===== config.mk =====
export PLATFORM = sky130hd
export DESIGN_NAME = branch_resolve_ctrl
export DESIGN_NICKNAME = d
export VERILOG_FILES = /design/src/rtl/bp_pkg.sv /design/src/rtl/branch_fifo.sv /design/src/rtl/branch_resolve_ctrl.sv
export SDC_FILE = /design/constraint.sdc
export NUM_CORES = 1
export LEC_CHECK = 0
export CORE_ASPECT_RATIO = 0.7
export CORE_MARGIN = 2
export CORE_UTILIZATION = 53
export CTS_BUF_LIST = sky130_fd_sc_hd__clkbuf_4
export DETAILED_ROUTE_END_ITERATION = 10
export PLACE_DENSITY = 0.86
export SLEW_MARGIN = 10
export SYNTH_ARGS = -nofsm -noshare
export SYNTH_HDL_FRONTEND = slang
export SYNTH_SLANG_ARGS = --single-unit

===== constraint.sdc =====
create_clock -name clk_i -period 2.4 [get_ports clk_i]
set_input_delay 0.48 -clock clk_i [delete_from_list [all_inputs] [get_ports clk_i]]
set_output_delay 0.48 -clock clk_i [all_outputs]
set_load 0.005 [all_outputs]

===== src/rtl/bp_pkg.sv =====
// Shared types for the branch resolution controller: FSM state encoding,
// queue entry layout and a saturating counter helper.
package bp_pkg;

    // Widest PC the queue entry can carry; the controller's AW must not exceed it.
    localparam int unsigned BP_PC_W_MAX = 32;

    // Width of the mispredict statistics counter.
    localparam int unsigned BP_CNT_W = 16;

    // Controller states: normal issue tracking, or holding the pipeline flush.
    typedef enum logic [0:0] {
        ST_NORMAL  = 1'b0,
        ST_RECOVER = 1'b1
    } bp_state_e;

    // One in-flight branch: predicted direction and the PC to use if it is wrong.
    typedef struct packed {
        logic                   pred;
        logic [BP_PC_W_MAX-1:0] alt_pc;
    } bp_entry_t;

    // Increment that sticks at all-ones instead of wrapping.
    function automatic logic [BP_CNT_W-1:0] sat_inc(input logic [BP_CNT_W-1:0] val);
        logic [BP_CNT_W-1:0] res;
        if (val == {BP_CNT_W{1'b1}}) begin
            res = val;
        end else begin
            res = val + BP_CNT_W'(1);
        end
        return res;
    endfunction

endpackage


===== src/rtl/branch_fifo.sv =====
// In-flight branch queue: power-of-two FIFO with synchronous clear.
// A push while full is accepted only when a pop happens in the same cycle,
// so a full queue can be refilled as its head retires.
module branch_fifo #(
    parameter int unsigned DEPTH = 4,
    parameter int unsigned DW    = 8,
    localparam int unsigned PW   = $clog2(DEPTH),
    localparam int unsigned CW   = $clog2(DEPTH) + 1
) (
    input  logic          clk_i,
    input  logic          rst_i,
    input  logic          clear_i,
    input  logic          push_i,
    input  logic [DW-1:0] wdata_i,
    input  logic          pop_i,
    output logic [DW-1:0] rdata_o,
    output logic          full_o,
    output logic          empty_o,
    output logic [CW-1:0] count_o
);

    logic [DW-1:0] mem_r [DEPTH];
    logic [PW-1:0] wr_ptr_r;
    logic [PW-1:0] rd_ptr_r;
    logic [CW-1:0] count_r;
    logic          full_s;
    logic          empty_s;
    logic          do_push_s;
    logic          do_pop_s;

    // Qualify push/pop against occupancy; clear overrides both.
    always_comb begin
        full_s    = (count_r == CW'(DEPTH));
        empty_s   = (count_r == CW'(0));
        do_pop_s  = pop_i & ~empty_s & ~clear_i;
        do_push_s = push_i & ~clear_i & (~full_s | do_pop_s);
    end

    // Entry storage; written at the tail on every accepted push.
    always_ff @(posedge clk_i or negedge rst_i) begin
        if (!rst_i) begin
            for (int i = 0; i < int'(DEPTH); i++) begin
                mem_r[i] <= '0;
            end
        end else if (do_push_s) begin
            mem_r[wr_ptr_r] <= wdata_i;
        end
    end

    // Pointer and occupancy tracking; pointers wrap naturally modulo DEPTH.
    always_ff @(posedge clk_i or negedge rst_i) begin
        if (!rst_i) begin
            wr_ptr_r <= '0;
            rd_ptr_r <= '0;
            count_r  <= '0;
        end else if (clear_i) begin
            wr_ptr_r <= '0;
            rd_ptr_r <= '0;
            count_r  <= '0;
        end else begin
            if (do_push_s) begin
                wr_ptr_r <= wr_ptr_r + PW'(1);
            end
            if (do_pop_s) begin
                rd_ptr_r <= rd_ptr_r + PW'(1);
            end
            case ({do_push_s, do_pop_s})
                2'b10:   count_r <= count_r + CW'(1);
                2'b01:   count_r <= count_r - CW'(1);
                default: count_r <= count_r;
            endcase
        end
    end

    assign rdata_o = mem_r[rd_ptr_r];
    assign full_o  = full_s;
    assign empty_o = empty_s;
    assign count_o = count_r;

endmodule


===== src/rtl/branch_resolve_ctrl.sv =====
// Branch resolution controller. Tracks predicted branches from ID in order,
// compares each against its EX outcome, trains the predictor, and on a
// mispredict squashes all younger branches and holds a fetch redirect.
module branch_resolve_ctrl
    import bp_pkg::*;
#(
    parameter int unsigned DEPTH          = 4,
    parameter int unsigned AW             = 32,
    parameter int unsigned RECOVER_CYCLES = 1
) (
    input  logic          clk_i,
    input  logic          rst_i,
    input  logic          br_valid_i,
    input  logic          predict_i,
    input  logic [AW-1:0] alt_pc_i,
    input  logic          res_valid_i,
    input  logic          res_taken_i,
    output logic          update_o,
    output logic          result_o,
    output logic          stall_o,
    output logic          flush_o,
    output logic [AW-1:0] redirect_pc_o,
    output logic [15:0]   mispred_cnt_o,
    output logic          err_o
);

    localparam int unsigned CW = $clog2(DEPTH) + 1;
    localparam int unsigned TW = 3;

    bp_state_e             state_r;
    logic [TW-1:0]         timer_r;
    logic                  flush_r;
    logic [AW-1:0]         redirect_r;
    logic                  update_r;
    logic                  result_r;
    logic [BP_CNT_W-1:0]   mispred_cnt_r;
    logic                  err_r;

    bp_entry_t             wr_entry_s;
    bp_entry_t             head_s;
    logic                  full_s;
    logic                  empty_s;
    logic [CW-1:0]         count_s;
    logic                  normal_s;
    logic                  pop_s;
    logic                  push_s;
    logic                  mispred_s;
    logic                  stall_s;
    logic                  empty_err_s;

    // Pack the incoming branch into a queue entry.
    always_comb begin
        wr_entry_s        = '0;
        wr_entry_s.pred   = predict_i;
        wr_entry_s.alt_pc = BP_PC_W_MAX'(alt_pc_i);
    end

    // Resolution, mispredict detection and enqueue qualification. A mispredict
    // blocks the enqueue because the new branch is younger and gets squashed.
    always_comb begin
        normal_s    = (state_r == ST_NORMAL);
        pop_s       = res_valid_i & ~empty_s;
        mispred_s   = pop_s & (head_s.pred != res_taken_i);
        push_s      = br_valid_i & normal_s & ~mispred_s & (~full_s | pop_s);
        stall_s     = br_valid_i & normal_s & full_s;
        empty_err_s = res_valid_i & empty_s & normal_s;
    end

    branch_fifo #(
        .DEPTH (DEPTH),
        .DW    ($bits(bp_entry_t))
    ) u_fifo (
        .clk_i   (clk_i),
        .rst_i   (rst_i),
        .clear_i (mispred_s),
        .push_i  (push_s),
        .wdata_i (wr_entry_s),
        .pop_i   (pop_s),
        .rdata_o (head_s),
        .full_o  (full_s),
        .empty_o (empty_s),
        .count_o (count_s)
    );

    // Recovery FSM: latch the redirect on a mispredict and hold flush for the
    // configured number of cycles before accepting branches again.
    always_ff @(posedge clk_i or negedge rst_i) begin
        if (!rst_i) begin
            state_r    <= ST_NORMAL;
            timer_r    <= '0;
            flush_r    <= 1'b0;
            redirect_r <= '0;
        end else begin
            case (state_r)
                ST_NORMAL: begin
                    if (mispred_s) begin
                        state_r    <= ST_RECOVER;
                        flush_r    <= 1'b1;
                        redirect_r <= head_s.alt_pc[AW-1:0];
                        timer_r    <= TW'(RECOVER_CYCLES - 1);
                    end
                end
                ST_RECOVER: begin
                    if (timer_r == TW'(0)) begin
                        state_r <= ST_NORMAL;
                        flush_r <= 1'b0;
                    end else begin
                        timer_r <= timer_r - TW'(1);
                    end
                end
                default: begin
                    state_r <= ST_NORMAL;
                    flush_r <= 1'b0;
                    timer_r <= '0;
                end
            endcase
        end
    end

    // Predictor training strobe, one cycle after every retired branch.
    always_ff @(posedge clk_i or negedge rst_i) begin
        if (!rst_i) begin
            update_r <= 1'b0;
            result_r <= 1'b0;
        end else begin
            update_r <= pop_s;
            if (pop_s) begin
                result_r <= res_taken_i;
            end
        end
    end

    // Mispredict statistics and sticky protocol error for resolves with no branch.
    always_ff @(posedge clk_i or negedge rst_i) begin
        if (!rst_i) begin
            mispred_cnt_r <= '0;
            err_r         <= 1'b0;
        end else begin
            if (mispred_s) begin
                mispred_cnt_r <= sat_inc(mispred_cnt_r);
            end
            if (empty_err_s) begin
                err_r <= 1'b1;
            end
        end
    end

    assign update_o      = update_r;
    assign result_o      = result_r;
    assign stall_o       = stall_s;
    assign flush_o       = flush_r;
    assign redirect_pc_o = redirect_r;
    assign mispred_cnt_o = mispred_cnt_r;
    assign err_o         = err_r;

endmodule


## After elaboration in Yosys (flattened, before gate mapping)

Index checks and enable logic that the tools add are counted.

- Add/subtract/negate cells: 6
- Reduce and logical (&&, ||, !) cells: 10
- Order comparisons: 3
- Bitwise operators: 21
- Muxes and demuxes: 21
- Equality and inequality tests: 8

Operators by type and width:

| kind | count |
|---|---|
| $bwmux 132 | 1 |
| $mux 33 | 3 |
| $bmux 33 s2 | 1 |
| $demux 33 s2 | 1 |
| $add 16x1->16 const B | 1 |
| $eq 16x16->1 const B | 1 |
| $and 1x1->1 | 12 |
| $pmux 3 s2 | 2 |
| $mux 3 | 3 |
| $mux 2 | 4 |
| $reduce_and 2->1 | 4 |
| $ge 3x3->1 const B | 2 |
| $logic_not 3->1 | 2 |
| $not 2->3 | 2 |
| $sub 3x1->3 const B | 2 |
| $not 1->1 | 5 |
| $add 2x1->2 const B | 2 |
| $mux 1 | 4 |
| $ne 2x1->1 const B | 2 |
| $pmux 1 s2 | 2 |
| $reduce_bool 2->1 | 2 |
| $add 3x1->3 const B | 1 |
| $eq 3x3->1 const B | 1 |
| $lt 3x1->1 const B | 1 |
| 7 further kinds | 8 |

- Logic and storage cells: 84
- Output and inout bits: 53
- Input port bits: 38
- Register bits: 195

## Depth between registers and ports, before layout

Gate-level depths: netlist of the first run.

- Word-level depth: 14
- Mapped depth: 10
- Gate-level depth less buffers: 9

## Hierarchy

A second synthesis of the first run with hierarchy kept.

- Cell total of the unflattened synthesis: 561
- Area total of the unflattened synthesis: 9120.0 µm²

Modules (own cells, without submodules):

| module | area each (µm²) | cells an instance | seq. area each (µm²) | times used |
|---|---|---|---|---|
| branch_fifo | 6744.0 | 382 | 3478.3 | 1 |
| branch_resolve_ctrl | 2376.0 | 179 | 1401.3 | 1 |

## Least setup slack after synthesis of the first run

Ideal clock, no wire load.

- Kind: register to register
- Start: register u_fifo.rd_ptr_r[1]
- End: register u_fifo.mem_r[88] (netlist name)
- Cell stages (with the launch flop): 10
- Slack: -0.076 ns
- Buffers on the path: 4
- Arrival: 2.351 ns
- Setup time: 0.125 ns
- Required time: 2.275 ns
- Clock period less this slack: 2.476 ns
- Path through: dfrtp_1 > buf_4 > mux2i_1 > mux2_4 > or3_1 > clkbuf_1 > buf_2 > nand3_1 > buf_4 > mux2_2

- Cells in the longest elaborated chain, start to end: 11
- Elaborated cells between the ends (all ways): 13
- Classes of those cells: eq/ne: 1; mux: 3; bitwise: 9

RTL lines:

| what | line | source |
|---|---|---|
| start: declaration | branch_fifo.sv:24 | `logic [PW-1:0] rd_ptr_r;` |
| start signal: assignment | branch_fifo.sv:65 | `rd_ptr_r <= rd_ptr_r + PW'(1);` |
| $not 2->3 (implied by the code) (*) | branch_fifo.sv:75 | `assign rdata_o = mem_r[rd_ptr_r];` |
| $bmux 33 s2 (*) | branch_fifo.sv:75 |  |
| $mux 33 (implied by the code) (*) (2 in series) | branch_fifo.sv:75 |  |
| $ne 1x1->1 (*) | branch_resolve_ctrl.sv:63 | `mispred_s = pop_s & (head_s.pred != res_taken_i);` |
| $and 1x1->1 (*) | branch_resolve_ctrl.sv:63 |  |
| $not 1->1 (*) | branch_fifo.sv:35, branch_fifo.sv:36, branch_resolve_ctrl.sv:64 |  |
| $and 1x1->1 (2 in series) | branch_resolve_ctrl.sv:64 | `push_s = br_valid_i & normal_s & ~mispred_s & (~full_s \| pop_s);` |
| $and 1x1->1 | branch_fifo.sv:36 | `do_push_s = push_i & ~clear_i & (~full_s \| do_pop_s);` |
| $and 1x1->1 (*) | branch_fifo.sv:36 |  |
| end signal: indexed assignment | branch_fifo.sv:46 | `mem_r[wr_ptr_r] <= wdata_i;` |
| end: declaration | branch_fifo.sv:22 | `logic [DW-1:0] mem_r [DEPTH];` |

Mark *: on every way between the ends. The rest lies on a longest branch, timed or not. The select of a mux whose other input is x is not followed.
A chain may end at the register's enable or synchronous reset.

## Final worst setup path of the first run

- Start: register u_fifo.rd_ptr_r[1]
- End: register mispred_cnt_r[15] (netlist: mispred_cnt_o[15])

- Cells in the longest elaborated chain, start to end: 7

RTL lines:

| what | line | source |
|---|---|---|
| $not 2->3 (implied by the code) | branch_fifo.sv:75 |  |
| $bmux 33 s2 | branch_fifo.sv:75 |  |
| $mux 33 (implied by the code) (2 in series) | branch_fifo.sv:75 |  |
| $ne 1x1->1 | branch_resolve_ctrl.sv:63 |  |
| $and 1x1->1 | branch_resolve_ctrl.sv:63 |  |
| $reduce_and 2->1 (no line) | -- |  |
| end signal: assignment | branch_resolve_ctrl.sv:140 | `mispred_cnt_r <= sat_inc(mispred_cnt_r);` |
| end: declaration | branch_resolve_ctrl.sv:36 | `logic [BP_CNT_W-1:0] mispred_cnt_r;` |

No other way between the ends. The select of a mux whose other input is x is not followed.

==> results of run 1 <==
worst max-delay path by stage:
stage	startpoint	end	slack (ps)
finish	u_fifo.rd_ptr_r[1]	mispred_cnt_o[15]	40
global placement	res_taken_i	u_fifo.mem_r[30]	-370
global route	u_fifo.rd_ptr_r[1]	u_fifo.count_o[1]	-20
CTS	u_fifo.rd_ptr_r[1]	u_fifo.mem_r[118]	-40
floorplan	u_fifo.rd_ptr_r[1]	u_fifo.mem_r[35]	10
detailed placement	res_taken_i	u_fifo.mem_r[115]	-420
metal layers:
metal	up-vias	global-route usage, %	part of all wire [%]
met5	-	0	0
met4	0	5.505	1.2
met3	20	4.296	3.8
met2	99	35.75	48
met1	2647	29.98	47
li1	2257	-	-
worst max-delay path: cells and delay by family (launching register included):
kind	cells	cell delay [ps]
xor gates and xnor gates	1	140
buffers and inverters	3	430
DFF	1	460
muxes	2	320
and+or+nand+nor	2	920
repair_timing:
action,4_1_cts,5_1_grt
pin swaps,0,2
gates resized for setup,4,8
hold buffers,1,0
buffers inserted,1,3
setup endpoints to repair,112,167
endpoints found under the hold margin,46,0
sequential cells by signal, summed over array words and instances (netlist names):
name             cells
err_o                1
flush_o              1
mispred_cnt_o       16
redirect_pc_o       32
result_o             1
state_r              1
timer_r              3
u_fifo.count_o       3
u_fifo.mem_r       132
u_fifo.rd_ptr_r      2
u_fifo.wr_ptr_r      2
update_o             1
synth_stat cells:
| library cell | count |
|---|---|
| sky130_fd_sc_hd__nor4_1 | 3 |
| sky130_fd_sc_hd__dfrtp_1 | 195 |
| sky130_fd_sc_hd__buf_1 | 2 |
| sky130_fd_sc_hd__xnor2_2 | 1 |
| sky130_fd_sc_hd__o31ai_1 | 1 |
| sky130_fd_sc_hd__ha_1 | 7 |
| sky130_fd_sc_hd__buf_4 | 7 |
| sky130_fd_sc_hd__o21ai_0 | 4 |
| sky130_fd_sc_hd__nand2b_1 | 6 |
| sky130_fd_sc_hd__nand2_1 | 23 |
| sky130_fd_sc_hd__inv_1 | 7 |
| sky130_fd_sc_hd__o2111ai_1 | 1 |
| sky130_fd_sc_hd__fa_1 | 1 |
| sky130_fd_sc_hd__mux4_2 | 32 |
| sky130_fd_sc_hd__o211ai_1 | 1 |
| sky130_fd_sc_hd__nand3_1 | 9 |
| sky130_fd_sc_hd__nor3b_1 | 1 |
| sky130_fd_sc_hd__a31o_2 | 1 |
| sky130_fd_sc_hd__nand4_1 | 4 |
| sky130_fd_sc_hd__nor3_1 | 11 |
| sky130_fd_sc_hd__nor2_1 | 13 |
| sky130_fd_sc_hd__o22ai_1 | 2 |
| sky130_fd_sc_hd__a21oi_1 | 2 |
| sky130_fd_sc_hd__nor2_2 | 1 |
| sky130_fd_sc_hd__or4_1 | 1 |
| sky130_fd_sc_hd__buf_2 | 12 |
| sky130_fd_sc_hd__clkbuf_1 | 8 |
| sky130_fd_sc_hd__xnor2_1 | 3 |
| sky130_fd_sc_hd__nor2b_1 | 2 |
| sky130_fd_sc_hd__xor2_1 | 15 |
| sky130_fd_sc_hd__mux2_2 | 161 |
| sky130_fd_sc_hd__nand3_2 | 1 |
| sky130_fd_sc_hd__mux2i_1 | 6 |
| sky130_fd_sc_hd__or3_1 | 2 |
| sky130_fd_sc_hd__mux2_4 | 1 |
| sky130_fd_sc_hd__mux2_1 | 5 |
| sky130_fd_sc_hd__and3_1 | 3 |
| sky130_fd_sc_hd__or4_4 | 1 |
| sky130_fd_sc_hd__a211o_1 | 1 |
per-stage QoR:
step	worst slack, ps	TNS, ps
6_report	37.70	0
3_3_place_gp	-366.7	-60820
5_1_grt	-17.73	-17.73
3_5_place_dp	-419.0	-68610
4_1_cts	-43.24	-1986
2_1_floorplan	11.60	0
layout make-up:
type,count,area share [%]
sequential,195,48.03
multi-input combinational,326,34.31
timing repair buffer,125,12.72
tap,200,2.461
clock buffer,21,1.550
clock inverter,11,0.6152
inverter,7,0.2584
antenna,2,0.04921
report_power, final:
part,internal [µW],switching (µW)
clock,442,1050
sequential,4830,888
combinational,3400,1950
total,8680,3900
cells in the final DEF, fill, tap and decap left out, types with 3 or more instances in the layout:
master	instances
sky130_fd_sc_hd__and3_1	3
sky130_fd_sc_hd__dfrtp_2	4
sky130_fd_sc_hd__clkbuf_4	21
sky130_fd_sc_hd__inv_1	7
sky130_fd_sc_hd__nand3_1	6
sky130_fd_sc_hd__buf_4	24
sky130_fd_sc_hd__nor2_1	11
sky130_fd_sc_hd__nand2b_1	6
sky130_fd_sc_hd__o21ai_0	3
sky130_fd_sc_hd__mux2_1	5
sky130_fd_sc_hd__nand2_1	23
sky130_fd_sc_hd__nand4_1	4
sky130_fd_sc_hd__nand3_2	4
sky130_fd_sc_hd__clkdlybuf4s50_1	88
sky130_fd_sc_hd__clkinv_1	5
sky130_fd_sc_hd__nor3_1	10
sky130_fd_sc_hd__mux4_2	32
sky130_fd_sc_hd__dfrtp_1	191
sky130_fd_sc_hd__mux2_2	161
sky130_fd_sc_hd__xor2_1	15
sky130_fd_sc_hd__mux2i_1	4
sky130_fd_sc_hd__buf_12	10
sky130_fd_sc_hd__ha_1	7
sky130_fd_sc_hd__xnor2_1	3
kinds of logic (layout without fill, tap and decap cells):
logic type	count (synthesis)	after routing	synth area share, %
AOI/OAI and AO/OA	13	13	0.9876
DFF	195	195	57.48
xor gates and xnor gates	19	19	2.049
buffers and inverters	36	164	2.078
muxes	205	205	31.39
and+or+nand+nor	81	81	4.746
adders and majority gates	8	8	1.267
other	0	2	0
==> run_summary.xml, run 1 <==
<?xml version="1.0" encoding="UTF-8"?>
<metrics>
  <group name="setup_path">
    <metric name="cp-start-kind" unit="">flip-flop</metric>
    <metric name="worst_path_class_setup" unit="">reg2reg</metric>
    <metric name="most_numerous_cell_on_the_critical_path" unit="">sky130_fd_sc_hd__buf_4</metric>
    <metric name="cp_max_fo" unit="">5</metric>
    <metric name="ff2ff_setup_slack" unit="ps">40</metric>
    <metric name="slowest_stage" unit="">sky130_fd_sc_hd__or4_4</metric>
    <metric name="rr_startpoint" unit="">u_fifo.rd_ptr_r[1]</metric>
    <metric name="rr_endpoint" unit="">mispred_cnt_o[15]</metric>
    <metric name="crit_arrival" unit="ps">2830</metric>
    <metric name="worst_path_largest_cell_delay" unit="ps">470</metric>
    <metric name="worstRegToRegCells" unit="">8</metric>
    <metric name="worstSetupEndpointType" unit="">flip-flop</metric>
    <metric name="cp_cell_sequence" unit="">buf_4 -&gt; mux2i_2 -&gt; mux2i_2 -&gt; buf_4 -&gt; buf_4 -&gt; or4_4 -&gt; or4_4 -&gt; xnor2_2</metric>
    <metric name="worst-endpoint-required" unit="ps">2860</metric>
  </group>
  <group name="sta">
    <metric name="timing.final.hold_violations" unit="">0</metric>
    <metric name="tightestPinTransition" unit="ps">423.3</metric>
    <metric name="skew" unit="ps">20.94</metric>
    <metric name="fin_crit" unit="ps">2362</metric>
    <metric name="slew_headroom" unit="%">71.78</metric>
    <metric name="setup_violations" unit="">0</metric>
    <metric name="timing.fmax" unit="MHz">423.3</metric>
    <metric name="grt_setup_unrepaired" unit="">yes</metric>
    <metric name="final-max-slew-violation-count" unit="">0</metric>
    <metric name="worst_hold_slack" unit="ps">410.4</metric>
    <metric name="final.period_utilization" unit="%">98.43</metric>
  </group>
  <group name="global_route">
    <metric name="wire_length_of_the_first_global_routing_pass" unit="µm">28110</metric>
    <metric name="first_global_vias" unit="">5284</metric>
    <metric name="global_route_total_usage_across_every_layer" unit="%">21.62</metric>
    <metric name="grt-ovfl-total" unit="">0</metric>
    <metric name="maximum_number_of_pins_on_one_net_before_global_route_repair" unit="">63</metric>
    <metric name="grt_antenna_before_repair" unit="">2</metric>
  </group>
  <group name="clock_tree">
    <metric name="cts.clk_slew.worst_paths" unit="ps">150</metric>
    <metric name="tritoncts_buffers" unit="">17</metric>
    <metric name="clkLatencyLatePin" unit="ps">560</metric>
    <metric name="clock_sink_count" unit="">195</metric>
    <metric name="clockBufferDepth" unit="">2</metric>
    <metric name="tritoncts" unit="">yes</metric>
    <metric name="clock_tree.root_cell" unit="">sky130_fd_sc_hd__clkbuf_4</metric>
    <metric name="cts_h_tree_depth" unit="">4</metric>
  </group>
  <group name="synthesis">
    <metric name="synth.cell_area" unit="µm²">8489</metric>
    <metric name="synth.yosys.seq_area_share" unit="%">57.48</metric>
    <metric name="cell_taking_the_most_area_after_synthesis" unit="">sky130_fd_sc_hd__dfrtp_1</metric>
    <metric name="synth_nets" unit="">603</metric>
    <metric name="postSynthAreaPerCell" unit="µm²">15.24</metric>
    <metric name="synth-seq-cells" unit="">195</metric>
    <metric name="synthCells" unit="">557</metric>
    <metric name="synth_top_cell_area_share" unit="%">57.48</metric>
    <metric name="synth_cell_type_count" unit="">39</metric>
    <metric name="synth_area_leaders" unit="">sky130_fd_sc_hd__dfrtp_1, sky130_fd_sc_hd__mux2_2, sky130_fd_sc_hd__mux4_2</metric>
    <metric name="yosys_warning_total" unit="">0</metric>
  </group>
  <group name="floorplanning">
    <metric name="initial_utilization" unit="%">54.44</metric>
    <metric name="core" unit="µm²">15600</metric>
    <metric name="die_area" unit="µm²">17060</metric>
    <metric name="design.portCount" unit="">91</metric>
    <metric name="die_h" unit="µm">109.9</metric>
    <metric name="chip_width" unit="µm">155.3</metric>
    <metric name="row_count" unit="">38</metric>
  </group>
  <group name="power_and_ir_drop">
    <metric name="power_per_cell_area" unit="nW/µm²">1236</metric>
    <metric name="leakagePower" unit="µW">0.004367</metric>
    <metric name="power.total" unit="µW">12570</metric>
    <metric name="worst_ir_drop_vdd" unit="µV">753.1</metric>
  </group>
  <group name="worst_hold_path">
    <metric name="hp-class" unit="">in2async</metric>
  </group>
  <group name="final_layout">
    <metric name="final_layout_size_suffix_gt1_share" unit="%">40.44</metric>
    <metric name="num-nets-final" unit="">718</metric>
    <metric name="final-seq-area" unit="µm²">4885</metric>
    <metric name="fill_count" unit="">1092</metric>
    <metric name="postLayoutCellArea" unit="µm²">10170</metric>
    <metric name="stdcell_count" unit="">887</metric>
    <metric name="area_growth_syn_to_layout" unit="%">19.79</metric>
    <metric name="multiInputGateArea" unit="µm²">3490</metric>
    <metric name="post-route-util" unit="%">65.21</metric>
  </group>
  <group name="routing">
    <metric name="routed_wire_length_per_instance" unit="µm">19.30</metric>
    <metric name="initialDrtViolationCount" unit="">287</metric>
    <metric name="first_pass_iters" unit="">4</metric>
    <metric name="wl" unit="µm">17120</metric>
    <metric name="viasPerCell" unit="">5.663</metric>
    <metric name="route.vias.total" unit="">5023</metric>
    <metric name="route.detailed.drc" unit="">0</metric>
    <metric name="antenna_left" unit="">0</metric>
  </group>
  <group name="job">
    <metric name="cap_viol_max_count" unit="">0</metric>
  </group>
  <group name="place">
    <metric name="numPortBuffers" unit="">90</metric>
    <metric name="dp_cells" unit="">848</metric>
    <metric name="place_hpwl" unit="µm">11360</metric>
    <metric name="gp_routability_congestion" unit="">0.7969</metric>
    <metric name="placed_area" unit="µm²">9871</metric>
  </group>
  <group name="outcome">
    <metric name="status" unit="">completed</metric>
  </group>
</metrics>
(Power assumes the default switching activity.)
==> run 2, diff against run 1 <==
Settings changed: ABC_CLOCK_PERIOD_IN_PS from default to 2400, CTS_CLUSTER_DIAMETER from default to 30.
==> results of run 2 <==
Final layout, timing and power as in run 1 (identical DEF).
